==> config.mk <==
export PLATFORM = sky130hd
export DESIGN_NAME = ula_sequenciador
export DESIGN_NICKNAME = d
export VERILOG_FILES = /design/src/rtl/ula_sequenciador.sv
export SDC_FILE = /design/constraint.sdc
export NUM_CORES = 1
export LEC_CHECK = 0
export ABC_AREA = 1
export CAP_MARGIN = 5
export CORE_MARGIN = 2
export CORE_UTILIZATION = 25
export DETAILED_ROUTE_END_ITERATION = 8
export DONT_BUFFER_PORTS = 1
export PLACE_DENSITY = 0.47
export SETUP_SLACK_MARGIN = 0.3
export SYNTH_ARGS = -nofsm -noshare
export SYNTH_HDL_FRONTEND = slang
export SYNTH_SLANG_ARGS = --single-unit
==> constraint.sdc <==
create_clock -name clock -period 6.02 [get_ports clock]
set_input_delay 1.204 -clock clock [delete_from_list [all_inputs] [get_ports clock]]
set_output_delay 1.204 -clock clock [all_outputs]
set_load 0.005 [all_outputs]
==> src/rtl/ula_sequenciador.sv <==
// ula_sequenciador -- command front-end for the 8-bit ULA.
//
// Commands {opCode, A, B, usaAcumulador} are accepted on a valid/ready
// handshake and queued in a FIFO. A three-state FSM (OCIOSO, AGUARDA and
// ENTREGA) issues one command at a time to the ULA operand registers. It
// waits LATENCIA_ULA edges, captures the 9-bit result, and presents it on
// a second valid/ready handshake. The accumulator keeps the last result,
// so a command can use it in place of operand A.
//
// Parameters:
//   PROFUNDIDADE  FIFO depth in commands (power of 2, >= 2)
//   LATENCIA_ULA  edges from operands stable to ula_saida9Bits valid
//
// Ports:
//   clock, reset             rising-edge clock, synchronous active-high reset
//   cmd_*                    command input handshake and payload
//   ula_entradaA8Bits/B/op   registered operands to the ULA
//   ula_saida9Bits           result from the ULA
//   res_*                    result output handshake and payload
//   ocupado                  FIFO non-empty or FSM not idle
//
// Optional feature (macro ULA_SEQ_OPCODE_INVALIDO_EN):
//   When the macro is defined, opcodes 4'b1100-4'b1111 are rejected without
//   touching the ULA. They are answered directly with res_erro = 1 and a
//   zero result. When the macro is undefined, res_erro is tied to 0.
module ula_sequenciador #(
   parameter int PROFUNDIDADE = 4,
   parameter int LATENCIA_ULA = 1
) (
   input  logic       clock,
   input  logic       reset,
   input  logic       cmd_valid,
   output logic       cmd_ready,
   input  logic [3:0] cmd_opCode,
   input  logic [7:0] cmd_entradaA,
   input  logic [7:0] cmd_entradaB,
   input  logic       cmd_usaAcumulador,
   output logic [7:0] ula_entradaA8Bits,
   output logic [7:0] ula_entradaB8Bits,
   output logic [3:0] ula_opCode,
   input  logic [8:0] ula_saida9Bits,
   output logic       res_valid,
   input  logic       res_ready,
   output logic [8:0] res_saida9Bits,
   output logic [3:0] res_opCode,
   output logic       res_erro,
   output logic       ocupado
);

   localparam int PW = (PROFUNDIDADE > 1) ? $clog2(PROFUNDIDADE) : 1;
   localparam int CW = PW + 1;
   localparam int TW = (LATENCIA_ULA > 0) ? $clog2(LATENCIA_ULA + 1) : 1;
   localparam int EW = 21;

   typedef enum logic [1:0] {
      OCIOSO  = 2'd0,
      AGUARDA = 2'd1,
      ENTREGA = 2'd2
   } estado_t;

   estado_t       estado_r, estado_prox_s;

   logic [EW-1:0] mem_r [PROFUNDIDADE];
   logic [PW-1:0] wr_ptr_r, rd_ptr_r;
   logic [CW-1:0] cont_fifo_r;
   logic          cheia_s, vazia_s, push_s, pop_s;
   logic          invalido_s, emite_s, rejeita_s, captura_s;
   logic [3:0]    cab_op_s;
   logic [7:0]    cab_a_s, cab_b_s;
   logic          cab_usa_s;
   logic [TW-1:0] contador_r;
   // Only the low byte is ever fed back, so bit 8 of the result is not kept.
   logic [7:0]    acumulador_r;
   logic [7:0]    ula_a_r, ula_b_r;
   logic [3:0]    ula_op_r;
   logic [8:0]    res_saida_r;
   logic [3:0]    res_op_r;
   logic          res_valid_s, ocupado_s;

   // A full FIFO refuses the push even when a pop happens in the same cycle.
   assign cheia_s   = (cont_fifo_r == CW'(PROFUNDIDADE));
   assign vazia_s   = (cont_fifo_r == {CW{1'b0}});
   assign cmd_ready = !cheia_s && !reset;
   assign push_s    = cmd_valid && cmd_ready;
   assign pop_s     = (estado_r == OCIOSO) && !vazia_s;
   assign {cab_op_s, cab_a_s, cab_b_s, cab_usa_s} = mem_r[rd_ptr_r];

`ifdef ULA_SEQ_OPCODE_INVALIDO_EN
   function automatic logic opcode_invalido(input logic [3:0] op);
      return (op[3] && op[2]);
   endfunction
   assign invalido_s = opcode_invalido(cab_op_s);
`else
   assign invalido_s = 1'b0;
`endif

   assign emite_s   = pop_s && !invalido_s;
   assign rejeita_s = pop_s && invalido_s;
   assign captura_s = (estado_r == AGUARDA) && (contador_r == {TW{1'b0}});

   // FIFO storage write (contents need no reset, the count guards reads)
   always_ff @(posedge clock) begin
      if (push_s) begin
         mem_r[wr_ptr_r] <= {cmd_opCode, cmd_entradaA, cmd_entradaB, cmd_usaAcumulador};
      end
   end

   // FIFO pointers and occupancy count
   always_ff @(posedge clock) begin
      if (reset) begin
         wr_ptr_r    <= {PW{1'b0}};
         rd_ptr_r    <= {PW{1'b0}};
         cont_fifo_r <= {CW{1'b0}};
      end else begin
         if (push_s) wr_ptr_r <= wr_ptr_r + PW'(1);
         if (pop_s)  rd_ptr_r <= rd_ptr_r + PW'(1);
         cont_fifo_r <= cont_fifo_r + CW'(push_s) - CW'(pop_s);
      end
   end

   // FSM state register
   always_ff @(posedge clock) begin
      if (reset) estado_r <= OCIOSO;
      else       estado_r <= estado_prox_s;
   end

   // FSM next-state logic
   always_comb begin
      estado_prox_s = estado_r;
      case (estado_r)
         OCIOSO: begin
            if (!vazia_s) begin
               if (invalido_s) estado_prox_s = ENTREGA;
               else            estado_prox_s = AGUARDA;
            end else begin
               estado_prox_s = OCIOSO;
            end
         end
         AGUARDA: begin
            if (contador_r == {TW{1'b0}}) estado_prox_s = ENTREGA;
            else                          estado_prox_s = AGUARDA;
         end
         ENTREGA: begin
            if (res_ready) estado_prox_s = OCIOSO;
            else           estado_prox_s = ENTREGA;
         end
         default: estado_prox_s = OCIOSO;
      endcase
   end

   // FSM outputs derived from registered state only
   always_comb begin
      res_valid_s = 1'b0;
      case (estado_r)
         ENTREGA: res_valid_s = 1'b1;
         default: res_valid_s = 1'b0;
      endcase
      ocupado_s = !vazia_s || (estado_r != OCIOSO);
   end

   // ULA operand registers, loaded at issue and held between commands
   always_ff @(posedge clock) begin
      if (reset) begin
         ula_a_r  <= 8'd0;
         ula_b_r  <= 8'd0;
         ula_op_r <= 4'd0;
      end else if (emite_s) begin
         ula_a_r  <= cab_usa_s ? acumulador_r : cab_a_s;
         ula_b_r  <= cab_b_s;
         ula_op_r <= cab_op_s;
      end
   end

   // Latency countdown while waiting for the ULA
   always_ff @(posedge clock) begin
      if (reset) begin
         contador_r <= {TW{1'b0}};
      end else if (emite_s) begin
         contador_r <= TW'(LATENCIA_ULA);
      end else if ((estado_r == AGUARDA) && (contador_r != {TW{1'b0}})) begin
         contador_r <= contador_r - TW'(1);
      end
   end

   // Result and accumulator capture
   always_ff @(posedge clock) begin
      if (reset) begin
         res_saida_r  <= 9'd0;
         res_op_r     <= 4'd0;
         acumulador_r <= 8'd0;
      end else if (captura_s) begin
         res_saida_r  <= ula_saida9Bits;
         res_op_r     <= ula_op_r;
         acumulador_r <= ula_saida9Bits[7:0];
      end else if (rejeita_s) begin
         res_saida_r  <= 9'd0;
         res_op_r     <= cab_op_s;
      end
   end

`ifdef ULA_SEQ_OPCODE_INVALIDO_EN
   logic res_erro_r;

   // Error flag: set by a rejected opcode, cleared by a real capture
   always_ff @(posedge clock) begin
      if (reset)          res_erro_r <= 1'b0;
      else if (captura_s) res_erro_r <= 1'b0;
      else if (rejeita_s) res_erro_r <= 1'b1;
   end

   assign res_erro = res_erro_r;
`else
   assign res_erro = 1'b0;
`endif

   assign ula_entradaA8Bits = ula_a_r;
   assign ula_entradaB8Bits = ula_b_r;
   assign ula_opCode        = ula_op_r;
   assign res_saida9Bits    = res_saida_r;
   assign res_opCode        = res_op_r;
   assign res_valid         = res_valid_s;
   assign ocupado           = ocupado_s;

endmodule

---- After elaboration in Yosys (flattened, before gate mapping) ----
Memories as Yosys holds them, arrays and structs flattened. A register that Yosys moved wholly into a read port is not among the register bits.
Cells that the tools add are included.
storage, ports and cells
  flip-flop bits (word level) ............. 51
  logic and storage cells ................. 46
  bits in writable memories ............... 84
  memories kept ........................... 1
memories
  name   words  bits a word  rd ports  clocked after Yosys merged registers in  write ports  RTL line  RTL
  mem_r  4      21           1         1                                        1            63        logic [EW-1:0] mem_r [PROFUNDIDADE];
operators by class
  equal/unequal tests ..................... 3
  add/sub/neg operators ................... 5
  muxes and demuxes ....................... 12
  reductions and logical operators ........ 13
  bitwise logic cells ..................... 1
operators with widths
  cell                                           count
  2-to-1 mux 2 bit                               4
  2-to-1 mux 8 bit                               1
  2-to-1 mux 1 bit                               6
  case mux 2 bit (3 select lines)                1
  logical AND 1 bit                              5
  adder 2 x 1 -> 2 bit, second input constant    2
  nonzero test 2 bit                             2
  adder 3 x 1 -> 3 bit                           1
  == test 3 bit, second input constant           1
  logical NOT 1 bit                              3
  logical NOT 3 bit                              1
  subtractor 3 x 1 -> 3 bit                      1
  == test 2 x 1 -> 1 bit, second input constant  1
  == test 2 bit, second input constant           1
  logical NOT 2 bit                              1
  logical OR 1 bit                               1
  NOT 1 bit                                      1
  subtractor 1 bit, second input constant        1

---- Longest topological paths before layout ----
  depth after elaboration ................. 6
  depth in mapped cells ................... 13

---- Worst setup path after synthesis ----
No wires, ideal clock.
  path type ............................... in2out
  start ................................... input port reset
  end ..................................... output port cmd_ready
  arrival ................................. 1688 ps
  buffers on the path ..................... 2
  required time ........................... 4816 ps
  slack ................................... 3128 ps
  stages .................................. 3
  cell sequence ........................... buf_2 -> buf_2 -> a31oi_1
on the way
  cells in the longest elaborated chain, start to end .. 2
RTL lines
  what               RTL line  RTL
  from (decl)        31        input logic reset,
  logical NOT 1 bit  83        assign cmd_ready = !cheia_s && !reset;
  logical AND 1 bit  83
  to (decl)          33        output logic cmd_ready,
No other way between the ends.

---- Worst setup path after layout ----
  start ................................... input port reset
  end ..................................... register cont_fifo_r[2]
on the way
  cells in the longest elaborated chain, start to end .. 5
RTL lines
  what                       RTL line  RTL
  logical NOT 1 bit          83
  logical AND 1 bit          83
  logical AND 1 bit          84        assign push_s = cmd_valid && cmd_ready;
  adder 3 x 1 -> 3 bit       117       cont_fifo_r <= cont_fifo_r + CW'(push_s) - CW'(pop_s);
  subtractor 3 x 1 -> 3 bit  117
  to (signal assigned)       113       cont_fifo_r <= {CW{1'b0}};
  to (signal assigned)       117
  to (decl)                  65        logic [CW-1:0] cont_fifo_r;
Several ways; a longest one is shown, not always the timed one.
A chain may end at the register's enable or synchronous reset.

==> out/results.tsv <==
stage	metric	value	unit
outcome	outcome	complete, no violations	
critical_path	reg2reg_depth	12	
clock_network	clk_pin_slew	0.06	ns
route	wl_per_cell	14.2	um
route	ant_nets	0	
clock_network	cts_tree	done	
timing	finalHoldViolations	0	
yosys	ys_ff_latch	129	
route	highest-signal-layer	met4	
place	io_buffers	0	
worst_hold_path	min_path_cells	2	
clock_network	clock_path_buffers	2	
critical_path	required	6.37	ns
floorplan	io_pins	71	
global_routing	grt_pass1_vias	3235	
floorplan	coreArea	21000	um^2
final_layout	final_common_cell	edfxtp_1	
timing	tightest_slew	1.17	ns
route	wl_met1	5140	um
global_routing	grt_overflow	0	
critical_path	worstSetupEndpointType	register	
pwr	p_leak	0.00230	uW
clock_network	ctsRootBufferMaster	clkbuf_16	
route	first_pass_iters	4	
global_routing	grt_pass1_wl	17600	um
final_layout	fillers	2125	
timing	slew_headroom	22.0	%
final_layout	antennaDiodeCount	0	
timing	finalCritPeriodShare	49.8	%
yosys	yosysTopAreaCell	edfxtp_1	
global_routing	grt_max_degree	44	
final_layout	drive_above_1_share	14.7	%
critical_path	worst_ep_arrival_time	3.34	ns
final_layout	area_delta_synth_final	14.2	%
critical_path	r2r-start	cont_fifo_r[0]$_SDFF_PP0_	
clock_network	h-tree-depth	4	
critical_path	crit_start	reset	
final_layout	fin_cells	800	
timing	setup_tns	0	ns
final_layout	nNetsFinal	553	
yosys	ys_types	33	
clock_network	post_cts_buffers	0	
route	drtIter0Drc	275	
worst_hold_path	hp-class	register to register	
yosys	mappedNetlistArea	5340	um^2
final_layout	layout_common_cells	edfxtp_1 (84), inv_1 (72), nand2_1 (63)	
clock_network	cts.repair.resized	0	
floorplan	start_util	25.4	%
pwr	ir_drop	0.000205	V
floorplan	dieHeight	150	um
global_routing	grt_use_total	10.5	%
route	met2_length	4980	um
yosys	yosysSeqAreaShare	64.1	%
flow_run	max-cap-violations	0	
timing	setup_viol	0	
global_routing	antenna_found_initial	0	
yosys	postSynthAreaPerCell	10.4	um^2
yosys	synth_warnings	0	
final_layout	fin_util	29.0	%
critical_path	critical_path_class	input pin to register	
route	vias	3311	
critical_path	crit_fanout	30	
worst_hold_path	min_from	res_saida9Bits[8]$_SDFFE_PP0P_	
route	drc	0	
place	placed_cell_area	5560	um^2
yosys	syn-num-nets	555	
timing	fin_crit	3.00	ns
clock_network	clock_sinks	129	
place	placed_cells	768	
floorplan	die_w	150	um
pwr	fin_total_pwr	2970	uW
clock_network	cts_hold_buf	0	
clock_network	cts_buffers	17	
route	via_per_inst	4.14	
pwr	p_per_area	486	nW/um^2
clock_network	clock_latency	0.42	ns
floorplan	std_cell_rows	53	
critical_path	r2r_slack	3.45	ns
place	dp_hpwl	7600	um
yosys	synth_top_cells_by_area	edfxtp_1 (47%), dfxtp_1 (17%), inv_1 (5.1%), nand2_1 (4.4%), nor2_1 (4.0%)	
final_layout	final_cell_area	6100	um^2
timing	grt_setup_unrepaired	false	
timing	fmax	334	MHz
route	routed_wl	11400	um
route	wl_met3	1030	um
yosys	syn_inst	514	
place	gp_congestion	0.716	
floorplan	dieArea	22500	um^2
critical_path	start_kind	input pin	
yosys	synth_top_area_share	47.2	%
timing	worst_clock_skew	0.0114	ns
timing	slew_viol_final	0	
[registers in the layout, summed over array words and instances, names as in the netlist, named ones only]
register,flops
acumulador_r,7
ula_entradaB8Bits,8
ula_entradaA8Bits,8
contador_r,1
cont_fifo_r,3
mem_r,84
rd_ptr_r,2
estado_r,2
ula_opCode,4
wr_ptr_r,2
res_opCode,4
res_saida9Bits,2
[cells in the mapped netlist, drive strengths merged]
cell type	instances
fa	1
xnor2	1
clkinv	3
ha	6
a31oi	1
edfxtp	84
o21ai	66
dfxtp	45
nand3b	2
nor2	67
xor2	1
nand2	64
nand3	39
conb	1
clkbuf	2
a21oi	30
inv	78
buf	23
[through the flow]
stage | hold slack, ns | setup slack (ns)
after global placement | 0.455 | 2.67
after detailed placement | 0.466 | 2.59
final | 0.470 | 3.02
after global routing | 0.489 | 2.76
after CTS | 0.475 | 3.03
after floorplan | 0.440 | 3.13
[final timing paths]
| path | endpoint |
|---|---|
| max | cont_fifo_r[2]$_SDFF_PP0_ |
| min | res_saida9Bits[8]$_SDFFE_PP0P_ |
| max reg2reg | cont_fifo_r[2]$_SDFF_PP0_ |
| min reg2reg | res_saida9Bits[8]$_SDFFE_PP0P_ |
[cells by family after synthesis]
family	Yosys count	share of synthesized area, %
and+or+nand+nor	172	14.7
xor gates and xnor gates	2	0.328
other	1	0.0702
buffers and inverters	106	8.90
AOI/OAI and AO/OA	97	10.1
adders and majority gates	7	1.78
DFF	129	64.1
[report_power, final]
group / internal [uW] / leakage, uW / switching [uW]
Clock: 532 / 0.000251 / 395
Combinational: 266 / 0.000919 / 570
Sequential: 1090 / 0.00113 / 118
Total: 1890 / 0.00230 / 1080
[final cells by class]
class	count	area [um^2]	area share (%)
clock buffer	19	433	7.10
timing repair buffer	4	30.0	0.492
tap	275	344	5.64
sequential	129	3420	56.1
inverter	81	313	5.13
clock inverter	13	106	1.74
multi-input combinational	279	1450	23.8
[metal layers]
metal,global-route usage (%),vias up
li1,-,1681
met1,12.8,1540
met2,15.6,76
met3,5.33,14
met4,4.25,0
met5,0,-
[worst max-delay path, stage by stage]
cell and delay (ns):
inv_2 0.40, nand3_2 0.32, ha_1 0.36, inv_1 0.06
ha_1 0.13, inv_1 0.05, fa_1 0.38, xnor2_1 0.19
o21ai_0 0.10, a21oi_1 0.14
Power figures use the tool's default switching activity.
